## src/rtl/io_bus_arbiter_pkg.sv

```systemverilog
// Shared IO bus definitions: mode codes, payload struct, arbiter FSM states and
// the write-classification helper used by io_bus_arbiter.
package io_bus_arbiter_pkg;

   localparam int unsigned IO_MODE_W = 4;
   localparam int unsigned ADDR_W    = 32;
   localparam int unsigned DATA_W    = 32;
   localparam int unsigned CNT_W     = 4;

   localparam logic [IO_MODE_W-1:0] IO_NOP = 4'h0;
   localparam logic [IO_MODE_W-1:0] IO_LB  = 4'h1;
   localparam logic [IO_MODE_W-1:0] IO_LH  = 4'h2;
   localparam logic [IO_MODE_W-1:0] IO_LW  = 4'h3;
   localparam logic [IO_MODE_W-1:0] IO_LBU = 4'h4;
   localparam logic [IO_MODE_W-1:0] IO_LHU = 4'h5;
   localparam logic [IO_MODE_W-1:0] IO_SB  = 4'h9;
   localparam logic [IO_MODE_W-1:0] IO_SH  = 4'hA;
   localparam logic [IO_MODE_W-1:0] IO_SW  = 4'hB;

   typedef enum logic [1:0] {
      ARB_IDLE   = 2'd0,
      ARB_ACCESS = 2'd1,
      ARB_RESP   = 2'd2
   } arb_state_e;

   typedef struct packed {
      logic [IO_MODE_W-1:0] mode;
      logic [ADDR_W-1:0]    addr;
      logic [DATA_W-1:0]    wdata;
   } io_req_t;

   function automatic logic io_is_write(input logic [IO_MODE_W-1:0] mode);
      return (mode == IO_SB) || (mode == IO_SH) || (mode == IO_SW);
   endfunction

endpackage

```

## src/rtl/io_bus_arbiter_rr_arb2.sv

```systemverilog
// Combinational two-way round-robin pick: a lone requester wins, on a tie the
// requester that was not granted last wins.
module rr_arb2 (
   input  logic [1:0] req_i,
   input  logic       last_grant_i,
   output logic       valid_c_o,
   output logic       winner_c_o
);

   always_comb begin
      valid_c_o  = |req_i;
      winner_c_o = (req_i == 2'b11) ? ~last_grant_i : req_i[1];
   end

endmodule

```

## src/rtl/io_bus_arbiter.sv

```systemverilog
// Shares one IO/memory slave port between M0 (CPU) and M1 (DMA/boot loader):
// round-robin grant, latched request held for WAIT_CYCLES+1 cycles, one-cycle ready.
module io_bus_arbiter
   import io_bus_arbiter_pkg::*;
#(
   parameter int unsigned WAIT_CYCLES = 2,
   parameter bit          RESET_LAST  = 1'b1
) (
   input  logic                 clk,
   input  logic                 rst,
   input  logic [IO_MODE_W-1:0] m0_mode,
   input  logic [ADDR_W-1:0]    m0_addr,
   input  logic [DATA_W-1:0]    m0_wdata,
   output logic [DATA_W-1:0]    m0_rdata,
   output logic                 m0_ready,
   input  logic [IO_MODE_W-1:0] m1_mode,
   input  logic [ADDR_W-1:0]    m1_addr,
   input  logic [DATA_W-1:0]    m1_wdata,
   output logic [DATA_W-1:0]    m1_rdata,
   output logic                 m1_ready,
   output logic [IO_MODE_W-1:0] s_mode,
   output logic [ADDR_W-1:0]    s_addr,
   output logic [DATA_W-1:0]    s_wdata,
   input  logic [DATA_W-1:0]    s_rdata,
   output logic                 grant,
   output logic                 busy
);

   arb_state_e        state_q, state_d;
   io_req_t           slv_q, slv_d;
   logic [CNT_W-1:0]  cnt_q, cnt_d;
   logic              last_grant_q, last_grant_d;
   logic              grant_q, grant_d;
   logic              busy_q, busy_d;
   logic [1:0]        ready_q, ready_d;
   logic [DATA_W-1:0] m0_rdata_q, m0_rdata_d;
   logic [DATA_W-1:0] m1_rdata_q, m1_rdata_d;

   logic [1:0]        req_c;
   logic              win_valid_c;
   logic              win_c;
   io_req_t           m0_req_c, m1_req_c;

   assign req_c    = {m1_mode != IO_NOP, m0_mode != IO_NOP};
   assign m0_req_c = '{mode: m0_mode, addr: m0_addr, wdata: m0_wdata};
   assign m1_req_c = '{mode: m1_mode, addr: m1_addr, wdata: m1_wdata};

   rr_arb2 u_rr_arb2 (
      .req_i        (req_c),
      .last_grant_i (last_grant_q),
      .valid_c_o    (win_valid_c),
      .winner_c_o   (win_c)
   );

   // Next-state and registered-output logic; the slave register doubles as the latched request.
   always_comb begin
      state_d      = state_q;
      slv_d        = slv_q;
      cnt_d        = cnt_q;
      last_grant_d = last_grant_q;
      grant_d      = grant_q;
      busy_d       = busy_q;
      ready_d      = 2'b00;
      m0_rdata_d   = m0_rdata_q;
      m1_rdata_d   = m1_rdata_q;

      unique case (state_q)
         ARB_IDLE: begin
            if (win_valid_c) begin
               slv_d        = win_c ? m1_req_c : m0_req_c;
               cnt_d        = CNT_W'(WAIT_CYCLES);
               grant_d      = win_c;
               last_grant_d = win_c;
               busy_d       = 1'b1;
               state_d      = ARB_ACCESS;
            end
         end
         ARB_ACCESS: begin
            if (cnt_q != '0) begin
               cnt_d = cnt_q - CNT_W'(1);
            end else begin
               if (!io_is_write(slv_q.mode)) begin
                  if (grant_q) m1_rdata_d = s_rdata;
                  else         m0_rdata_d = s_rdata;
               end
               ready_d    = grant_q ? 2'b10 : 2'b01;
               slv_d.mode = IO_NOP;
               state_d    = ARB_RESP;
            end
         end
         ARB_RESP: begin
            busy_d  = 1'b0;
            state_d = ARB_IDLE;
         end
         default: state_d = ARB_IDLE;
      endcase
   end

   always_ff @(posedge clk or posedge rst) begin
      if (rst) begin
         state_q      <= ARB_IDLE;
         slv_q        <= '{mode: IO_NOP, addr: '0, wdata: '0};
         cnt_q        <= '0;
         last_grant_q <= RESET_LAST;
         grant_q      <= 1'b0;
         busy_q       <= 1'b0;
         ready_q      <= 2'b00;
         m0_rdata_q   <= '0;
         m1_rdata_q   <= '0;
      end else begin
         state_q      <= state_d;
         slv_q        <= slv_d;
         cnt_q        <= cnt_d;
         last_grant_q <= last_grant_d;
         grant_q      <= grant_d;
         busy_q       <= busy_d;
         ready_q      <= ready_d;
         m0_rdata_q   <= m0_rdata_d;
         m1_rdata_q   <= m1_rdata_d;
      end
   end

   assign s_mode   = slv_q.mode;
   assign s_addr   = slv_q.addr;
   assign s_wdata  = slv_q.wdata;
   assign m0_ready = ready_q[0];
   assign m1_ready = ready_q[1];
   assign m0_rdata = m0_rdata_q;
   assign m1_rdata = m1_rdata_q;
   assign grant    = grant_q;
   assign busy     = busy_q;

endmodule
```

## config.mk

```make
export PLATFORM = sky130hd
export DESIGN_NAME = io_bus_arbiter
export DESIGN_NICKNAME = d
export VERILOG_FILES = /design/src/rtl/io_bus_arbiter_pkg.sv /design/src/rtl/io_bus_arbiter_rr_arb2.sv /design/src/rtl/io_bus_arbiter.sv
export SDC_FILE = /design/constraint.sdc
export NUM_CORES = 1
export LEC_CHECK = 0
export CAP_MARGIN = 20
export CORE_UTILIZATION = 43
export CTS_CLUSTER_DIAMETER = 200
export CTS_CLUSTER_SIZE = 10
export DETAILED_ROUTE_END_ITERATION = 8
export PLACE_DENSITY_LB_ADDON = 0.12
export SETUP_SLACK_MARGIN = 0.2
export SYNTH_ARGS = -nofsm -noshare
export SYNTH_HDL_FRONTEND = slang
export SYNTH_SLANG_ARGS = --single-unit
```

## constraint.sdc

```tcl
create_clock -name clk -period 9.9 [get_ports clk]
set_input_delay 1.98 -clock clk [delete_from_list [all_inputs] [get_ports clk]]
set_output_delay 1.98 -clock clk [all_outputs]
set_load 0.01 [all_outputs]
```

==> results.txt, run 1 <==
----------------------------------------------------
[Synth]
  Cell type with the largest total area after synthesis ... dfrtp_1
  Synth async-reset ratio ... 1.00
  Post-synthesis register bit count ... 143
  Cell types with the highest counts after synthesis ... dfrtp_1 (142), a21oi_1 (128), nand2_1 (69), nor2_1 (69), mux2_1 (62)
  Post-synth top area share ... 0.593
  Post-synthesis instance total ... 556
  Mean instance size in the synthesized netlist ... 10.8 um2
  Count of cell types in the netlist ... 36
  Library cell with the highest instance count after synthesis ... dfrtp_1
  Largest cells by area after synthesis ... dfrtp_1 (59%), mux2_1 (12%), a21oi_1 (11%)
  Number of nets in the synthesized netlist ... approximately 730
  Post-synth EDFFs ... 0
  Seq/Total Area, Yosys ... 0.597
  Yosys warning total ... 0
  Post-Synthesis Cell Area ... about 6000 um2
  Predominant post-synthesis flop cell ... dfrtp_1

[GRT]
  Initial antenna violation count ... 0
  Wire length of the first global-routing pass ... 29.2 mm
  Maximum number of pins on one net before global-route repair ... 93
  All-layer global routing usage ... 0.266
  Overflow left after global routing ... 0
  Vias in the first global route ... 5642

[CTS]
  Post-CTS Hold Fix Bufs ... 0
  # resized after CTS ... 0
  Root Buffer ... clkbuf_16
  Register clock-pin slew on the reported worst setup and hold paths ... around 0.060 ns
  Number of buffers added by the clock tree synthesis step ... 17
  TritonCTS clock tree ... yes
  Clock latency reported for the late side of the worst-skew pair ... 0.41 ns
  Post-CTS repair timing setup buffer count ... 0
  Deepest clock path buffer count ... 2
  H-Tree Depth ... 4
  Count of clock tree sinks ... roughly 140

[Placement]
  Placer congestion estimate ... 0.808
  IO Port Bufs ... 305
  Post-detail-place hpwl ... around 13 mm

[Pwr]
  Cell Pwr Density ... 331 nW/um2
  Peak ir drop on the vdd network ... 0.240 mV
  Total power ... 3220 uW
  Leakage power of the design ... just over 0.004 uW

[Timing]
  Setup TNS Final ... 0 ns
  Fmax ... approximately 250 MHz
  Clock period minus final worst setup slack ... 4.05 ns
  Max-slew violation count ... 0
  Worst setup skew after layout ... roughly 0.0083 ns
  Final setup violation count ... 0
  Final count of hold timing violations ... 0
  Tcrit/Tclk final ... 0.409
  Remaining max-slew budget at the tightest pin ... 0.457
  Transition time at the pin with the least slew margin ... 0.815 ns
  Setup repair after global routing missed its margin ... no

[Setup path]
  Data arrival at the endpoint of the critical path ... 4.35 ns
  Crit end category ... flop
  R2r worst-path depth ... 7
  Internal reg-to-reg setup slack ... approximately 7.5 ns
  Element type at the critical path start ... input pin
  Required time worst endpoint ... 10.20 ns
  WS Path Type ... in2reg
  Crit Path Max Fanout ... 76

[Floorplanning]
  Core region area ... 13400 um2
  Die Wd ... 120 um
  Die H ... between 100 and 150 um
  Number of top-level pins ... a little over 300
  Starting density of the core ... 0.448
  Die Footprint ... around 14000 um2
  Count of standard-cell rows ... 42

[Routing]
  Detailed Routing Iterations Pass 1 ... 6
  Vias per cell ... 5.20
  Violation count after the first detailed-routing iteration ... 234
  Vias ... between 5000 and 6000
  Residual DRC ... 0
  Final WL ... 18.4 mm
  Routed Antenna Nets ... 0
  Detail-routed net length per standard cell ... 17.7 um

[Layout]
  Share of layout cells above drive strength 1 ... 0.0613
  Post-layout net count ... roughly 1000
  Number of antenna cells inserted ... 0
  Final Util ... 0.726
  Area growth syn-to-layout ... 62.2%

[Outcome]
  Status ... complete, no violations

[Hold path]
  Class of the tightest hold or removal check ... reg2reg
  Worst hold path depth ... 1

[Job]
  Max-cap violations ... 0

----------------------------------------------------
through the flow:
stage | setup WS [ns] | std cells | hold slack [ns] | instance area (um2)
3_3_place_gp | 5.48 | 1008 | 0.468 | 9140
5_1_grt | 5.64 | 1040 | 0.509 | 9730
3_5_place_dp | 5.41 | 1008 | 0.476 | 9140
6_report | 5.85 | 1040 | 0.482 | 9730
4_1_cts | 5.85 | 1040 | 0.487 | 9730
2_1_floorplan | 4.08 | 556 | 0.470 | 6000
kinds of logic (layout without fill, tap and decap cells):
group / count (synthesis) / count (layout) / synth area share
AO/OA/AOI/OAI: 145 / 145 / 0.129
XOR/XNOR: 2 / 2 / 0.00292
adder cells (fa/ha/maj): 2 / 2 / 0.00417
buffers and inverters: 43 / 351 / 0.0382
flip-flops: 143 / 143 / 0.597
multiplexers: 64 / 64 / 0.120
AND/OR/NAND/NOR: 157 / 157 / 0.108
layout make-up:
| type | count | area [um2] |
|---|---|---|
| fillers | 1003 | 3670 |
| flip-flops and latches | 143 | 3580 |
| well taps | 176 | 220 |
| multi-input cells | 370 | 2210 |
| inverters | 7 | 31.3 |
| clock buffers | 19 | 443 |
| repair buffers | 312 | 3110 |
| clock inverters | 13 | 140 |
report_power, final:
part	total [uW]	leakage (uW)	internal, uW	switching [uW]
combinational	1540	0.00211	801	744
sequential	1050	0.00166	886	164
clock	625	0.000275	378	247
metal layers:
metal  vias up  wire [um]  global-route usage
li1       2488          -                   -
met1      2591       6740               0.306
met2       284       9340               0.449
met3        50       1520              0.0727
met4         0        812               0.140
met5         -          0                   0
cells in the final DEF (no fill, tap or decap), types with 5 or more instances in the layout:
| cell type | instances |
|---|---|
| dfrtp_1 | 142 |
| o21ai_1 | 7 |
| a21oi_1 | 128 |
| mux2_1 | 62 |
| nand3_1 | 7 |
| nand2_1 | 69 |
| nor2_1 | 69 |
| clkbuf_16 | 17 |
| buf_4 | 7 |
| clkdlybuf4s50_1 | 305 |
| inv_1 | 5 |
path summary, 6_finish.rpt:
kind	from	end
setup / recovery	m1_mode[2]	cnt_q[1]
hold / removal	m0_rdata[29]	m0_rdata[29]
setup reg to reg	cnt_q[0]	m0_rdata[23]
hold reg to reg	m0_rdata[29]	m0_rdata[29]
max in group asynchronous	rst	s_addr[5]
min in group asynchronous	rst	m0_rdata[29]
registers in the layout (all words and copies together) (netlist names):
name / count
ready_q: 2
m1_rdata: 32
grant: 1
s_addr: 32
s_mode: 4
busy: 1
state_q: 2
m0_rdata: 32
cnt_q: 4
s_wdata: 32
last_grant_q: 1
worst max-delay path, stage by stage:
cell	delay (ns)
clkdlybuf4s50_1	0.44
nor4_2	0.64
a211o_2	0.24
buf_4	0.61
nand2_1	0.19
o21a_1	0.22
Note: power is estimated with default switching activity, not from simulation.
==> run 2: changes to the inputs <==
--- a/config.mk
+++ b/config.mk
@@ -6,7 +6,7 @@
 export NUM_CORES = 1
 export LEC_CHECK = 0
 export CAP_MARGIN = 20
-export CORE_UTILIZATION = 43
+export CORE_UTILIZATION = 36
 export CTS_CLUSTER_DIAMETER = 200
 export CTS_CLUSTER_SIZE = 10
 export DETAILED_ROUTE_END_ITERATION = 8
==> constraint.sdc (replaced) <==
create_clock -name clk -period 3.72 [get_ports clk]
set_input_delay 0.744 -clock clk [delete_from_list [all_inputs] [get_ports clk]]
set_output_delay 0.744 -clock clk [all_outputs]
set_load 0.01 [all_outputs]
==> run 2 against run 1 <==
- routed wire length shrank 1.7%
- sequential share of layout area decreased by 0.17 points
- final area rose by 0.48%
- first-iteration DRC count is 6.8% lower
- sequential power grew to 2.6 times the previous value
- utilization is 12 points lower
- sequential cell count is the same
==> results.txt, run 2 (synthesized netlist as in run 1, its figures left out) <==
----------------------------------------------------
[Outcome]
  Status ... complete, no violations

[Placement]
  Placer congestion estimate ... 0.782 (-3.1%)
  IO Port Bufs ... 305 (unchanged)
  Placed Cells ... 1048 (+4.0%)
  Post-detail-place hpwl ... 12.7 mm (-3.4%)

[Setup path]
  Data arrival at the endpoint of the critical path ... 2.98 ns (-1.37 ns)
  Crit path cell chain ... clkdlybuf4s50_1 > nor4_2 > nand2b_2 > buf_4 > nand2_1 > a21oi_1
  Element type at the critical path start ... input pin
  Family of cells with the greatest summed delay on the critical path ... simple AND/OR/NAND/NOR gates
  Slowest Stage Delay on Critical Path ... 0.64 ns (about the same)
  Required time worst endpoint ... 4.06 ns (-6.14 ns)
  WS Path Type ... in2reg
  R2r worst-path depth ... 6 (-1)
  Internal reg-to-reg setup slack ... 1.72 ns (-5.81 ns)
  Combined buffer and inverter count along the critical path ... 2 (unchanged)
  Crit end category ... flop
  Slowest library cell on the worst path ... nor4_2
  Crit Path Max Fanout ... 65 (-14%)
  Cell count along the critical path ... 6 (unchanged)

[Timing]
  Final setup violation count ... 0 (unchanged)
  Max-slew violation count ... 0 (unchanged)
  Transition time at the pin with the least slew margin ... 0.853 ns (+0.0383 ns)
  Fmax ... 379 MHz
  Setup repair after global routing missed its margin ... no
  Remaining max-slew budget at the tightest pin ... 0.431 (-0.0255)
  Setup TNS Final ... 0 ns (unchanged)
  Final count of hold timing violations ... 0 (unchanged)
  Worst setup skew after layout ... 0.0100 ns (+0.00171 ns)
  Tcrit/Tclk final ... 0.709
  Clock period minus final worst setup slack ... 2.64 ns

[CTS]
  Post-CTS Hold Fix Bufs ... 0 (unchanged)
  Count of clock tree sinks ... 143 (unchanged)
  Number of buffers added by the clock tree synthesis step ... 17 (unchanged)
  Register clock-pin slew on the reported worst setup and hold paths ... 0.06 ns (about the same)
  # resized after CTS ... 0 (unchanged)
  Root Buffer ... clkbuf_16
  Clock latency reported for the late side of the worst-skew pair ... 0.42 ns (about the same)
  Deepest clock path buffer count ... 2 (unchanged)
  Post-CTS repair timing setup buffer count ... 0 (unchanged)
  TritonCTS clock tree ... yes
  H-Tree Depth ... 4 (unchanged)

[Layout]
  Final Util ... 0.609 (-0.117)
  Post-layout net count ... 1023 (unchanged)
  Most used cells in the layout excluding fill and tap cells ... clkdlybuf4s50_1 (305), dfrtp_1 (142), a21oi_1 (128)
  Area growth syn-to-layout ... 63.0%
  Number of antenna cells inserted ... 0 (unchanged)
  Cell Count, Final, Fillers Out ... 1080 (+3.8%)
  Commonest non-fill, non-tap cell in the layout ... clkdlybuf4s50_1
  Share of layout cells above drive strength 1 ... 0.0613 (unchanged)

[Floorplanning]
  Core region area ... 16100 um2 (+20%)
  Die H ... 131 um (+9.1%)
  Die Footprint ... 17200 um2 (+19%)
  Die Wd ... 131 um (+9.1%)
  Count of standard-cell rows ... 46 (+9.5%)
  Number of top-level pins ... 306 (unchanged)
  Starting density of the core ... 0.373 (-0.0741)

[GRT]
  Initial antenna violation count ... 0 (unchanged)
  Overflow left after global routing ... 0 (unchanged)
  Maximum number of pins on one net before global-route repair ... 144 (+55%)
  Vias in the first global route ... 5361 (-5.0%)
  Wire length of the first global-routing pass ... 27.3 mm (-6.3%)
  All-layer global routing usage ... 0.212 (-0.0533)

[Routing]
  Violation count after the first detailed-routing iteration ... 218 (-6.8%)
  Vias per cell ... 4.88 (-6.2%)
  Detailed Routing Iterations Pass 1 ... 5 (-1)
  Detail-routed net length per standard cell ... 16.8 um (-5.4%)
  Vias ... 5270 (-2.6%)
  Final WL ... 18.1 mm (-1.7%)
  Routed Antenna Nets ... 0 (unchanged)
  Residual DRC ... 0 (unchanged)

[Hold path]
  Class of the tightest hold or removal check ... reg2reg
  Worst hold path depth ... 1 (unchanged)

[Pwr]
  Total power ... 8440 uW (+160%)
  Cell Pwr Density ... 863 nW/um2 (+160%)
  Leakage power of the design ... 0.00403 uW (-0.35%)
  Peak ir drop on the vdd network ... 0.407 mV (+70%)

[Job]
  Max-cap violations ... 0 (unchanged)

----------------------------------------------------
## run 2: cell types whose count changed in the layout (fill, tap and decap cells not counted), sizes merged
cell	delta
bufinv	-2
clkinvlp	+3
clkbuf	+1
clkinv	-2
## run 2: power by group
group | total, uW | switching, uW | leakage [uW] | internal [uW]
combinational | 4110 | 1950 | 0.00212 | 2160
sequential | 2780 | 420 | 0.00166 | 2360
clock | 1550 | 660 | 0.000251 | 887
total | 8440 | 3030 | 0.00403 | 5400
## run 2: worst paths after layout
kind,from,to
setup / recovery,m1_mode[2],s_addr[27]
hold / removal,m0_rdata[27],m0_rdata[27]
setup reg to reg,state_q[1],m0_rdata[14]
hold reg to reg,m0_rdata[27],m0_rdata[27]
max in group asynchronous,rst,busy
min in group asynchronous,rst,state_q[1]
## run 2: cell type report
type | count | area (um2)
multi-input cells | 370 | 2210
clock buffers | 20 | 457
flip-flops and latches | 143 | 3580
well taps | 216 | 270
fillers | 1328 | 6280
repair buffers | 312 | 3140
inverters | 7 | 30.0
clock inverters | 12 | 86.3
## run 2: per-layer routing
metal,routed length [um],vias to the layer above,share of wire,GRT usage
li1,-,2481,-,-
met1,6810,2530,0.38,0.228
met2,8910,227,0.49,0.361
met3,1860,32,0.10,0.0929
met4,514,0,0.028,0.0953
met5,0,-,0,0
## run 2: metrics by stage
step / hold slack [ns] / instance area, um2 / worst slack, ns
final: 0.481 / 9770 / 1.08
after CTS: 0.487 / 9770 / 1.07
after detailed placement: 0.474 / 9230 / 0.617
after global placement: 0.466 / 9230 / 0.712
after global routing: 0.503 / 9770 / 0.955
after floorplan: 0.470 / 6000 / 1.19
## run 2: worst reg2reg max path, stage by stage, from the launching register on
cell and delay (ns):
dfrtp_1 0.43, and2b_4 0.30, nand3_4 0.11, inv_2 0.08, and3_1 0.15, buf_4 0.41
mux2_1 0.40
